`config.mk`:
```
export PLATFORM = sky130hd
export DESIGN_NAME = sync_fifo_ext
export DESIGN_NICKNAME = d
export VERILOG_FILES = /design/src/rtl/sync_fifo_ext.sv
export SDC_FILE = /design/constraint.sdc
export NUM_CORES = 1
export LEC_CHECK = 0
export ABC_CLOCK_PERIOD_IN_PS = 6900
export BUFFER_PORTS_ARGS = -buffer_cell sky130_fd_sc_hd__buf_2
export CORE_MARGIN = 4
export CORE_UTILIZATION = 62
export CTS_CLUSTER_SIZE = 16
export DETAILED_ROUTE_END_ITERATION = 10
export PLACE_DENSITY = 0.87
export SLEW_MARGIN = 15
export SYNTH_ARGS = -nofsm -noshare
export SYNTH_HDL_FRONTEND = slang
export SYNTH_SLANG_ARGS = --single-unit
```
`constraint.sdc`:
```
create_clock -name clk -period 6.9 [get_ports clk]
set_input_delay 0.69 -clock clk [delete_from_list [all_inputs] [get_ports clk]]
set_output_delay 0.69 -clock clk [all_outputs]
set_load 0.03 [all_outputs]
```
`src/rtl/sync_fifo_ext.sv`:
```
// Single-clock FIFO with occupancy count, programmable almost-full/almost-empty
// thresholds, sticky overflow/underflow flags and a standard or FWFT read port.
module sync_fifo_ext #(
   parameter int DATA_WIDTH    = 8,
   parameter int DEPTH         = 16,
   parameter int AFULL_THRESH  = DEPTH - 2,
   parameter int AEMPTY_THRESH = 2,
   parameter int FWFT          = 0
) (
   input  logic                         clk,
   input  logic                         rst,
   input  logic                         wr_en,
   input  logic [DATA_WIDTH-1:0]        din,
   input  logic                         rd_en,
   input  logic                         clr_err,
   output logic [DATA_WIDTH-1:0]        dout,
   output logic                         full,
   output logic                         empty,
   output logic                         almost_full,
   output logic                         almost_empty,
   output logic [$clog2(DEPTH):0]       count,
   output logic                         overflow,
   output logic                         underflow
);

   localparam int AW = $clog2(DEPTH);
   localparam int CW = AW + 1;

   logic [DATA_WIDTH-1:0] mem_q [DEPTH];
   logic [AW-1:0]         wr_ptr_q, wr_ptr_d;
   logic [AW-1:0]         rd_ptr_q, rd_ptr_d;
   logic [CW-1:0]         count_q, count_d;
   logic                  ovf_q, ovf_d;
   logic                  udf_q, udf_d;
   logic                  rd_acc, wr_acc;

   // Every flag comes from the registered count, so none depends on wr_en/rd_en.
   assign full         = (count_q == CW'(DEPTH));
   assign empty        = (count_q == '0);
   assign almost_full  = (count_q >= CW'(AFULL_THRESH));
   assign almost_empty = (count_q <= CW'(AEMPTY_THRESH));
   assign count        = count_q;
   assign overflow     = ovf_q;
   assign underflow    = udf_q;

   always_comb begin
      rd_acc   = rd_en && !empty;
      wr_acc   = wr_en && (!full || rd_acc);
      wr_ptr_d = wr_acc ? wr_ptr_q + AW'(1) : wr_ptr_q;
      rd_ptr_d = rd_acc ? rd_ptr_q + AW'(1) : rd_ptr_q;
      count_d  = count_q;
      case ({wr_acc, rd_acc})
         2'b10:   count_d = count_q + CW'(1);
         2'b01:   count_d = count_q - CW'(1);
         default: count_d = count_q;
      endcase
      // A new error in the same cycle as clr_err wins.
      ovf_d = (wr_en && !wr_acc) || (ovf_q && !clr_err);
      udf_d = (rd_en && !rd_acc) || (udf_q && !clr_err);
   end

   always_ff @(posedge clk or negedge rst) begin
      if (!rst) begin
         wr_ptr_q <= '0;
         rd_ptr_q <= '0;
         count_q  <= '0;
         ovf_q    <= 1'b0;
         udf_q    <= 1'b0;
      end else begin
         wr_ptr_q <= wr_ptr_d;
         rd_ptr_q <= rd_ptr_d;
         count_q  <= count_d;
         ovf_q    <= ovf_d;
         udf_q    <= udf_d;
      end
   end

   always_ff @(posedge clk) begin
      if (wr_acc) begin
         mem_q[wr_ptr_q] <= din;
      end
   end

   generate
      if (FWFT != 0) begin : g_fwft
         assign dout = mem_q[rd_ptr_q];
      end else begin : g_std
         logic [DATA_WIDTH-1:0] dout_q;
         always_ff @(posedge clk or negedge rst) begin
            if (!rst) begin
               dout_q <= '0;
            end else if (rd_acc) begin
               dout_q <= mem_q[rd_ptr_q];
            end
         end
         assign dout = dout_q;
      end
   endgenerate

endmodule

```
==> impl_metrics.yaml, run 1 <==
run_status:
  status: "complete, no violations"
global_route:
  first_global_vias: 3225
  grt_max_degree: 35
  grt_pass1_wl_microns: 19870
  antenna_found_initial: 0
  grt_overflow: 0
  track_usage: 0.2445
critical_path:
  arrival_ns: 3.93
  worstSetupPathType: "reg2reg"
  worstPathCellList: "or4_1 -> o21ai_0 -> buf_4 -> nor2_1 -> fa_1 -> a21o_1 -> a21oi_1 -> mux2_2 -> or3b_2"
  worst_path_largest_cell_delay_ns: 0.71
  cp_top_family: "simple AND/OR/NAND/NOR gates"
  rr_worst_depth: 9
  crit_cells: 9
  crit_buf_inv: 1
  path_max_fanout: 11
  critPathSlowestCell: "or4_1"
  end_kind: "flip-flop"
  required_ns: 7.29
  crit_path_start_kind: "flip-flop"
route:
  drc_errors: 0
  wl_per_cell_microns: 25.64
  dr.pass1.iters: 5
  vias_per_cell: 6.388
  drtIter0Drc: 406
  ant_nets: 0
  routed_wl_microns: 12770
  num_vias: 3181
clock_tree:
  cts_resized: 0
  clk_pin_slew_ns: 0.06
  clkLatencyLatePin_ns: 0.53
  root_buffer: "clkbuf_8"
  cts_setup_buffers: 0
  clockBufferDepth: 2
  cts_max_level: 4
  cts_tree: "yes"
  clkSinkCount: 151
  cts_hold_buffers: 0
  cts_buffers: 17
floorplanning:
  row_count: 35
  pin_count: 32
  core_sq_um: 9415
  die_height_microns: 107.1
  dieArea_sq_um: 11480
  start_util: 0.6473
  die_x_microns: 107.1
timing:
  tightest_slew_ns: 1.154
  fmax_mhz: 282.3
  period_needed_ns: 3.542
  finalHoldViolCount: 0
  layout_worst_path_cycle_share: 0.5133
  rsz0062_at_grt: "false"
  tns_ns: 0
  slew_headroom: 0.2245
  final_max_slew_viol_count: 0
  setup_viol: 0
  skew_ns: 0.01282
hold_path:
  min_path_type: "in2async"
yosys:
  seq_area_frac_synth: 0.7251
  synth_warnings: 0
  avgSynthCellArea_sq_um: 19.11
  ys_types: 38
  postSynthCellCount: 319
  syn_nets: 341
  ys_ff_latch: 151
  synth_area_sq_um: 6095
power:
  p_clk_frac: 0.328
  switching_share: 0.3149
  power_uw: 3184
  seq_power_share: 0.391
  p_int_uw: 2182
  p_leak_uw: 0.002492
  netSwitchingPower_uw: 1003
  power.density_nw_per_um2: 452.1
  ir_drop_mv: 0.2650
  pwr-share-comb: 0.281
final_layout:
  drive_gt1_frac: 0.2981
  multi_input_area_sq_um: 1593
  fillCellCount: 500
  final_cell_mix: "edfxtp_1, mux4_2, buf_2"
  final_common_cell: "edfxtp_1"
  nets: 378
  finalNonFillerCells: 498
  diodes: 0
  seqCellArea_sq_um: 4419
  postLayoutCellArea_sq_um: 7043
  synthToLayoutAreaGrowth_pct: 15.56
place:
  routabilityCongestion: 0.8288
  hpwl_microns: 7293
  dp.cells: 466
  dpl_cell_area_sq_um: 6366
  placement.io_buffers: 31
flow_run:
  cap_violations: 0
[power by group through the flow]
stage	Combinational, uW	Clock [uW]	Sequential (uW)
after floorplan	619	0	1280
after global placement	851	0	1240
after detailed placement	878	0	1250
after CTS	900	1050	1240
after global routing	966	1090	1260
final	893	1040	1250
[stage by stage]
step	util	hold WS, ns	setup WS, ns
2_1_floorplan	-	0.3944	3.462
3_3_place_gp	0.6761	0.4763	3.498
3_5_place_dp	0.6761	0.5000	3.400
4_1_cts	0.7464	0.1545	3.373
5_1_grt	0.7480	0.1794	3.248
6_report	0.7480	0.1577	3.358
[flip-flops by register name (all words and copies together) (netlist names)]
signal	count
underflow	1
overflow	1
count	5
rd_ptr_q	4
dout	8
mem_q	128
wr_ptr_q	4
[area by class of cell]
class,instances,area share
repair buffers,35,0.02629
flip-flops and latches,151,0.6275
clock buffers,18,0.05934
clock inverters,14,0.03464
multi-input cells,145,0.2262
well taps,129,0.02292
inverters,6,0.003198
[cell usage after synthesis (all sizes together)]
| library cell | count | area share |
|---|---|---|
| a31o | 1 | 0.0014 |
| a311oi | 1 | 0.0014 |
| nand4 | 2 | 0.0021 |
| a32o | 1 | 0.0016 |
| a31oi | 1 | 0.0010 |
| xor2 | 1 | 0.0014 |
| fa | 1 | 0.0033 |
| mux2i | 17 | 0.032 |
| o211ai | 1 | 0.0012 |
| a2111o | 1 | 0.0018 |
| mux2 | 4 | 0.0074 |
| xnor2 | 8 | 0.011 |
| or4 | 1 | 0.0012 |
| nor2 | 16 | 0.0099 |
| nand2 | 20 | 0.012 |
| or2b | 1 | 0.0012 |
| nand2b | 2 | 0.0021 |
| a21oi | 2 | 0.0016 |
| o21ai | 2 | 0.0016 |
| a21o | 2 | 0.0025 |
| nor4 | 2 | 0.0021 |
| o21a | 1 | 0.0025 |
| buf | 11 | 0.0084 |
| edfxtp | 128 | 0.63 |
| nor2b | 1 | 0.0010 |
| ha | 8 | 0.016 |
| a22o | 1 | 0.0014 |
| clkbuf | 6 | 0.0039 |
| mux4 | 32 | 0.12 |
| dfrtp | 23 | 0.094 |
| nor3 | 5 | 0.0041 |
| o221ai | 7 | 0.010 |
| a2111oi | 2 | 0.0029 |
| or3b | 1 | 0.0014 |
| inv | 6 | 0.0037 |
[cells by family after synthesis]
| logic type | synth area share |
|---|---|
| AO/OA/AOI/OAI | 0.03121 |
| XOR/XNOR | 0.01293 |
| adder cells (fa/ha/maj) | 0.01971 |
| buffers and inverters | 0.01601 |
| flip-flops | 0.7251 |
| multiplexers | 0.1577 |
| AND/OR/NAND/NOR | 0.03736 |
[worst paths after layout]
| path | slack [ns] | endpoint | startpoint |
|---|---|---|---|
| max | 3.36 | count[4]$_DFFE_PN0P_ | count[1]$_DFFE_PN0P_ |
| min | 0.16 | count[1]$_DFFE_PN0P_ | rst |
| max reg2reg | 3.36 | count[4]$_DFFE_PN0P_ | count[1]$_DFFE_PN0P_ |
| min reg2reg | 0.51 | underflow$_DFF_PN0_ | underflow$_DFF_PN0_ |
| max in group asynchronous | 6.37 | rd_ptr_q[1]$_DFFE_PN0P_ | rst |
| min in group clk | 0.48 | underflow$_DFF_PN0_ | clr_err |
[metal layers]
layer,GRT usage,vias to the layer above,wire length (microns)
met2,0.3986,180,6605
li1,-,1349,-
met5,0,-,0
met4,0.06849,0,261
met3,0.06382,25,972
met1,0.3309,1627,4932
(Power assumes the default switching activity.)
==> run 2: changes to the inputs <==
--- a/config.mk
+++ b/config.mk
@@ -5,13 +5,14 @@
 export SDC_FILE = /design/constraint.sdc
 export NUM_CORES = 1
 export LEC_CHECK = 0
-export ABC_CLOCK_PERIOD_IN_PS = 6900
+export ABC_AREA = 1
+export ABC_CLOCK_PERIOD_IN_PS = 3450
 export BUFFER_PORTS_ARGS = -buffer_cell sky130_fd_sc_hd__buf_2
 export CORE_MARGIN = 4
-export CORE_UTILIZATION = 62
+export CORE_UTILIZATION = 61
 export CTS_CLUSTER_SIZE = 16
 export DETAILED_ROUTE_END_ITERATION = 10
-export PLACE_DENSITY = 0.87
+export PLACE_DENSITY = 0.85
 export SLEW_MARGIN = 15
 export SYNTH_ARGS = -nofsm -noshare
 export SYNTH_HDL_FRONTEND = slang
==> constraint.sdc (replaced) <==
create_clock -name clk -period 3.45 [get_ports clk]
set_input_delay 0.345 -clock clk [delete_from_list [all_inputs] [get_ports clk]]
set_output_delay 0.345 -clock clk [all_outputs]
set_load 0.03 [all_outputs]
==> run 2 against run 1 <==
Final area rose by 5.9%. Non-clock buffer count did not move. Area after synthesis rose by 10%. Synthesized cell count is 100% higher. Critical path depth grew 4. Die area grew 11%. Via count increased by 41%. Flip-flop and latch count unchanged. Critical path type unchanged.
==> impl_metrics.yaml, run 2 <==
clock_tree:
  clkLatencyLatePin_ns: 0.54
  clkSinkCount: 151
  cts_resized: 0
  cts_buffers: 17
  cts_tree: "yes"
  cts_max_level: 4
  clockBufferDepth: 2
  cts_setup_buffers: 0
  clk_pin_slew_ns: 0.06
  cts_hold_buffers: 2
  root_buffer: "clkbuf_8"
global_route:
  use_met2: 0.3610
  grt_max_degree: 75
  antenna_found_initial: 0
  grt_pass1_wl_microns: 22160
  grt_overflow: 0
  first_global_vias: 4361
  track_usage: 0.2300
  met3_usage: 0.07968
  use_met1: 0.3024
  top_usage_layer: "met2"
place:
  placement.io_buffers: 31
  dp.cells: 792
  hpwl_microns: 8681
  routabilityCongestion: 0.9283
route:
  wl_per_cell_microns: 16.53
  ant_nets: 0
  drtIter0Drc: 441
  routed_wl_microns: 13660
  dr.pass1.iters: 7
  vias_per_cell: 5.432
  drc_errors: 0
  num_vias: 4487
yosys:
  synthTopCellsByArea: "edfxtp_1, nand2_1, dfrtp_1, nand3_1, inv_1"
  ys_types: 26
  netlist_top_cells_count: "nand2_1, edfxtp_1, inv_1"
  ys_ff_latch: 151
  syn_nets: 668
  synth_top_area_frac: 0.5722
  synth_top_area_cell: "edfxtp_1"
  synthFlopType: "edfxtp_1"
  synth_area_sq_um: 6718
  seq_area_frac_synth: 0.6579
  avgSynthCellArea_sq_um: 10.40
  synth_warnings: 0
  yosysMostFrequentCell: "nand2_1"
  synth-edff-count: 128
  async_flop_share: 0.1523
  postSynthCellCount: 646
timing:
  setup_viol: 0
  finalHoldViolCount: 0
  slew_headroom: 0.3693
  layout_worst_path_cycle_share: 0.6958
  final_max_slew_viol_count: 0
  period_needed_ns: 2.401
  tns_ns: 0
  rsz0062_at_grt: "false"
  skew_ns: 0.006929
  fmax_mhz: 416.6
  tightest_slew_ns: 0.9446
critical_path:
  path_max_fanout: 13
  crit_path_start_kind: "flip-flop"
  arrival_ns: 2.84
  crit_buf_inv: 3
  end_kind: "flip-flop"
  cp_top_family: "simple AND/OR/NAND/NOR gates"
  worst_path_largest_cell_delay_ns: 0.47
  worstSetupPathType: "reg2reg"
  critPathSlowestCell: "dfrtp_1"
  crit_top_cell: "nand2_1"
  required_ns: 3.89
  worstPathCellList: "nor2_2 -> nand3_2 -> nand2_2 -> inv_2 -> nand2_1 -> inv_1 -> ha_1 -> a21oi_1 -> nand3_1 -> nand2_1 -> nand3_1 -> nand2_1 -> inv_1"
power:
  seq_power_share: 0.379
  p_leak_uw: 0.003283
  switching_share: 0.3827
  p_clk_frac: 0.284
  pwr-share-comb: 0.336
  ir_drop_mv: 0.9133
  power.density_nw_per_um2: 863.9
  p_int_uw: 3979
  netSwitchingPower_uw: 2467
final_layout:
  final_cell_mix: "nand2_1, edfxtp_1, inv_1"
  finalNonFillerCells: 826
  regMostFlops: "mem_q"
  largest_reg_flops: 128
  diodes: 0
  final_common_cell: "nand2_1"
  nets: 695
  drive_gt1_frac: 0.1152
  fillCellCount: 751
  synthToLayoutAreaGrowth_pct: 11.06
floorplanning:
  die_x_microns: 112.9
  core_sq_um: 10790
  start_util: 0.6224
  die_height_microns: 112.9
  row_count: 38
  pin_count: 32
  dieArea_sq_um: 12760
hold_path:
  min_path_type: "in2reg"
run_status:
  status: "complete, no violations"
flow_run:
  cap_violations: 0
-- run 2: cell types whose count changed after synthesis, sizes merged, moves of 8 or more --
cell   change
buf       +16
inv       +89
mux2i     -17
mux4      -32
nand2    +204
nand3     +89
xnor2      -8
-- run 2: power groups by stage --
stage	clock [uW]	sequential, uW	combinational, uW
2_1_floorplan	0	2560	1580
3_3_place_gp	0	2460	2080
3_5_place_dp	0	2480	2130
4_1_cts	1850	2440	2150
5_1_grt	1930	2470	2390
6_report	1830	2440	2170
-- run 2: layout make-up --
type	count	area, sq um	area share
tap	140	175.2	0.02348
clock inverter	15	173.9	0.02331
inverter	96	360.3	0.04830
multi-input combinational	372	1727	0.2314
sequential	151	4420	0.5925
clock buffer	17	414.1	0.05551
timing repair buffer	35	190.2	0.02549
-- run 2: final timing paths --
check,cells past startpoint,start,slack [ns],end
worst max register to register,13,count[0]$_DFFE_PN0P_,1.05,count[4]$_DFFE_PN0P_
worst min register to register,2,dout[2]$_DFFE_PN0P_,0.48,dout[2]$_DFFE_PN0P_
max in group asynchronous,2,rst,2.73,rd_ptr_q[0]$_DFFE_PN0P_
min in group asynchronous,2,rst,0.32,count[4]$_DFFE_PN0P_
worst max-delay path,13,count[0]$_DFFE_PN0P_,1.05,count[4]$_DFFE_PN0P_
worst min-delay path,3,rd_en,0.1,underflow$_DFF_PN0_
-- run 2: layer usage --
metal / wire length [microns] / vias to the layer above
met5: 0 / -
met2: 6601 / 188
met3: 1228 / 34
li1: - / 2157
met1: 5524 / 2108
met4: 303 / 0
-- run 2: worst reg2reg max path, stage by stage, from the launching register on --
cell and delay [ns]:
dfrtp_1 0.47, nor2_2 0.19, nand3_2 0.11, nand2_2 0.21, inv_2 0.15, nand2_1 0.12
inv_1 0.10, ha_1 0.34, a21oi_1 0.25, nand3_1 0.10, nand2_1 0.09, nand3_1 0.07
nand2_1 0.07, inv_1 0.04
-- run 2: logic make-up after synthesis --
family                   count (synthesis)  share of synthesized area
AND/OR/NAND/NOR                        334                     0.2088
XOR/XNOR                                 8                    0.01043
AO/OA/AOI/OAI                           21                    0.01993
adder cells (fa/ha/maj)                  9                    0.01788
flip-flops                             151                     0.6579
buffers and inverters                  123                    0.08512
-- run 2: per-stage QoR --
stage          hold WS (ns)  setup slack (ns)    util  instance area (sq um)  total power (uW)
5_1_grt              0.1030            0.8279  0.6913                   7461              6801
2_1_floorplan       0.04941            0.9108       -                   6718              4149
3_5_place_dp         0.3553             1.050  0.6349                   6853              4607
4_1_cts             0.07196             1.048  0.6913                   7461              6438
6_report            0.09866             1.049  0.6913                   7461              6446
3_3_place_gp         0.3436             1.137  0.6349                   6853              4543
==> run 3: changes to the inputs <==
--- a/config.mk
+++ b/config.mk
@@ -6,7 +6,7 @@
 export NUM_CORES = 1
 export LEC_CHECK = 0
 export ABC_AREA = 1
-export ABC_CLOCK_PERIOD_IN_PS = 3450
+export ABC_CLOCK_PERIOD_IN_PS = 2400
 export BUFFER_PORTS_ARGS = -buffer_cell sky130_fd_sc_hd__buf_2
 export CORE_MARGIN = 4
 export CORE_UTILIZATION = 61
==> constraint.sdc (replaced) <==
create_clock -name clk -period 2.4 [get_ports clk]
set_input_delay 0.24 -clock clk [delete_from_list [all_inputs] [get_ports clk]]
set_output_delay 0.24 -clock clk [all_outputs]
set_load 0.03 [all_outputs]
==> run 3 against run 2 <==
Clock skew increased by 0.0078 ns. Die area unchanged. Final area rose by 1.8%. Highest routed layer unchanged. Critical endpoint unchanged.
==> impl_metrics.yaml, run 3 (synthesized netlist as in run 2, its figures left out) <==
timing:
  tightest_slew_ns: 0.6918
  final_max_slew_viol_count: 0
  period_needed_ns: 2.134
  skew_ns: 0.01471
  rsz0062_at_grt: "false"
  fmax_mhz: 468.7
  layout_worst_path_cycle_share: 0.8891
  finalHoldViolCount: 0
  tns_ns: 0
  slew_headroom: 0.5371
  setup_viol: 0
route:
  dr.pass1.iters: 5
  num_vias: 4599
  vias_per_cell: 5.443
  ant_nets: 0
  wl_per_cell_microns: 16.51
  drc_errors: 0
  drtIter0Drc: 480
  routed_wl_microns: 13950
hold_path:
  holdPathStages: 3
  min_path_type: "in2reg"
final_layout:
  largest_reg_flops: 128
  utilization: 0.7036
  final_common_cell: "nand2_1"
  diodes: 0
  finalNonFillerCells: 845
  synthToLayoutAreaGrowth_pct: 13.04
  nets: 714
  regMostFlops: "mem_q"
  final_cell_mix: "nand2_1, edfxtp_1, inv_1"
  drive_gt1_frac: 0.1433
place:
  placement.io_buffers: 31
  hpwl_microns: 8722
  dp.cells: 810
  routabilityCongestion: 0.8932
clock_tree:
  root_buffer: "clkbuf_8"
  clockBufferDepth: 2
  clkSinkCount: 151
  cts_buffers: 17
  clkLatencyLatePin_ns: 0.54
  cts_tree: "yes"
  cts_max_level: 4
  clk_pin_slew_ns: 0.06
critical_path:
  rr_worst_depth: 13
  worstPathCellList: "nor2_4 -> nand3_2 -> nand2_2 -> inv_2 -> nand2_1 -> inv_2 -> ha_1 -> a21oi_2 -> nand3_1 -> nand2_1 -> nand3_1 -> nand2_1 -> inv_1"
  worstSetupPathType: "reg2reg"
  required_ns: 2.83
  crit_path_start_kind: "flip-flop"
  worst_path_largest_cell_delay_ns: 0.46
  critPathSlowestCell: "dfrtp_2"
  crit_top_cell: "nand2_1"
  path_max_fanout: 13
  end_kind: "flip-flop"
  arrival_ns: 2.57
floorplanning:
  core_sq_um: 10790
  start_util: 0.6224
  die_height_microns: 112.9
  pin_count: 32
  row_count: 38
  die_x_microns: 112.9
  dieArea_sq_um: 12760
power:
  power.density_nw_per_um2: 1200
  p_leak_uw: 0.003357
  power_uw: 9112
  ir_drop_mv: 0.9340
run_status:
  status: "complete, no violations"
global_route:
  grt_pass1_wl_microns: 23120
  antenna_found_initial: 0
  grt_max_degree: 75
  grt_overflow: 0
  first_global_vias: 4666
  track_usage: 0.2395
flow_run:
  cap_violations: 0
==> run 3: cell types whose count changed in the layout (fill, tap and decap cells not counted), moves of 3 or more <==
| cell | change |
|---|---|
| bufinv_16 | -3 |
| dfrtp_1 | -3 |
| dfrtp_2 | +3 |
| clkinv_4 | +3 |
| buf_4 | +16 |
==> run 3: metrics by stage <==
stage	setup WS, ns	area [sq um]	hold WS, ns
finish	0.2663	7594	0.02417
global route	0.03660	7594	0.03498
CTS	0.1438	7564	0.002885
detailed placement	0.1649	7014	0.2493
global placement	0.2504	7014	0.2431
floorplan	0.3057	6719	-0.05559
==> run 3: worst max-delay path, delay by kind of cell (launching register included) <==
kind | cells | cell delay [ns]
AND/OR/NAND/NOR | 8 | 0.80
adder cells (fa/ha/maj) | 1 | 0.34
flip-flops | 1 | 0.46
buffers and inverters | 3 | 0.21
AO/OA/AOI/OAI | 1 | 0.22
==> run 3: path summary, 6_finish.rpt <==
kind	end	startpoint	slack (ns)
min in group asynchronous	wr_ptr_q[1]$_DFFE_PN0P_	rst	0.21
setup / recovery	count[4]$_DFFE_PN0P_	count[1]$_DFFE_PN0P_	0.27
hold / removal	wr_ptr_q[0]$_DFFE_PN0P_	wr_en	0.02
setup reg to reg	count[4]$_DFFE_PN0P_	count[1]$_DFFE_PN0P_	0.27
max in group asynchronous	rd_ptr_q[0]$_DFFE_PN0P_	rst	1.80
hold reg to reg	dout[6]$_DFFE_PN0P_	dout[6]$_DFFE_PN0P_	0.48
==> run 3: layout make-up <==
| cell class | count | area, sq um |
|---|---|---|
| Clock buffer | 19 | 421.7 |
| Clock inverter | 13 | 97.59 |
| Fill cell | 741 | 3199 |
| Inverter | 96 | 360.3 |
| Multi-Input combinational cell | 372 | 1754 |
| Sequential cell | 151 | 4424 |
| Tap cell | 140 | 175.2 |
| Timing Repair Buffer | 54 | 360.3 |
==> run 3: timing repair <==
item	in CTS	in global routing
hold buffers	3	0
gates resized for setup	0	9
setup endpoints to repair	0	1
buffers inserted	0	0
hold endpoints to repair	25	0
==> run 3: power by group <==
part | internal [uW] | switching [uW]
Combinational | 1010 | 2260
Clock | 1280 | 1050
Sequential | 3250 | 267
==> run 3: layer usage <==
layer	wire, microns	global-route usage
met4	415	0.1362
met2	6894	0.3764
met3	1091	0.04652
met1	5549	0.3148
met5	0	0
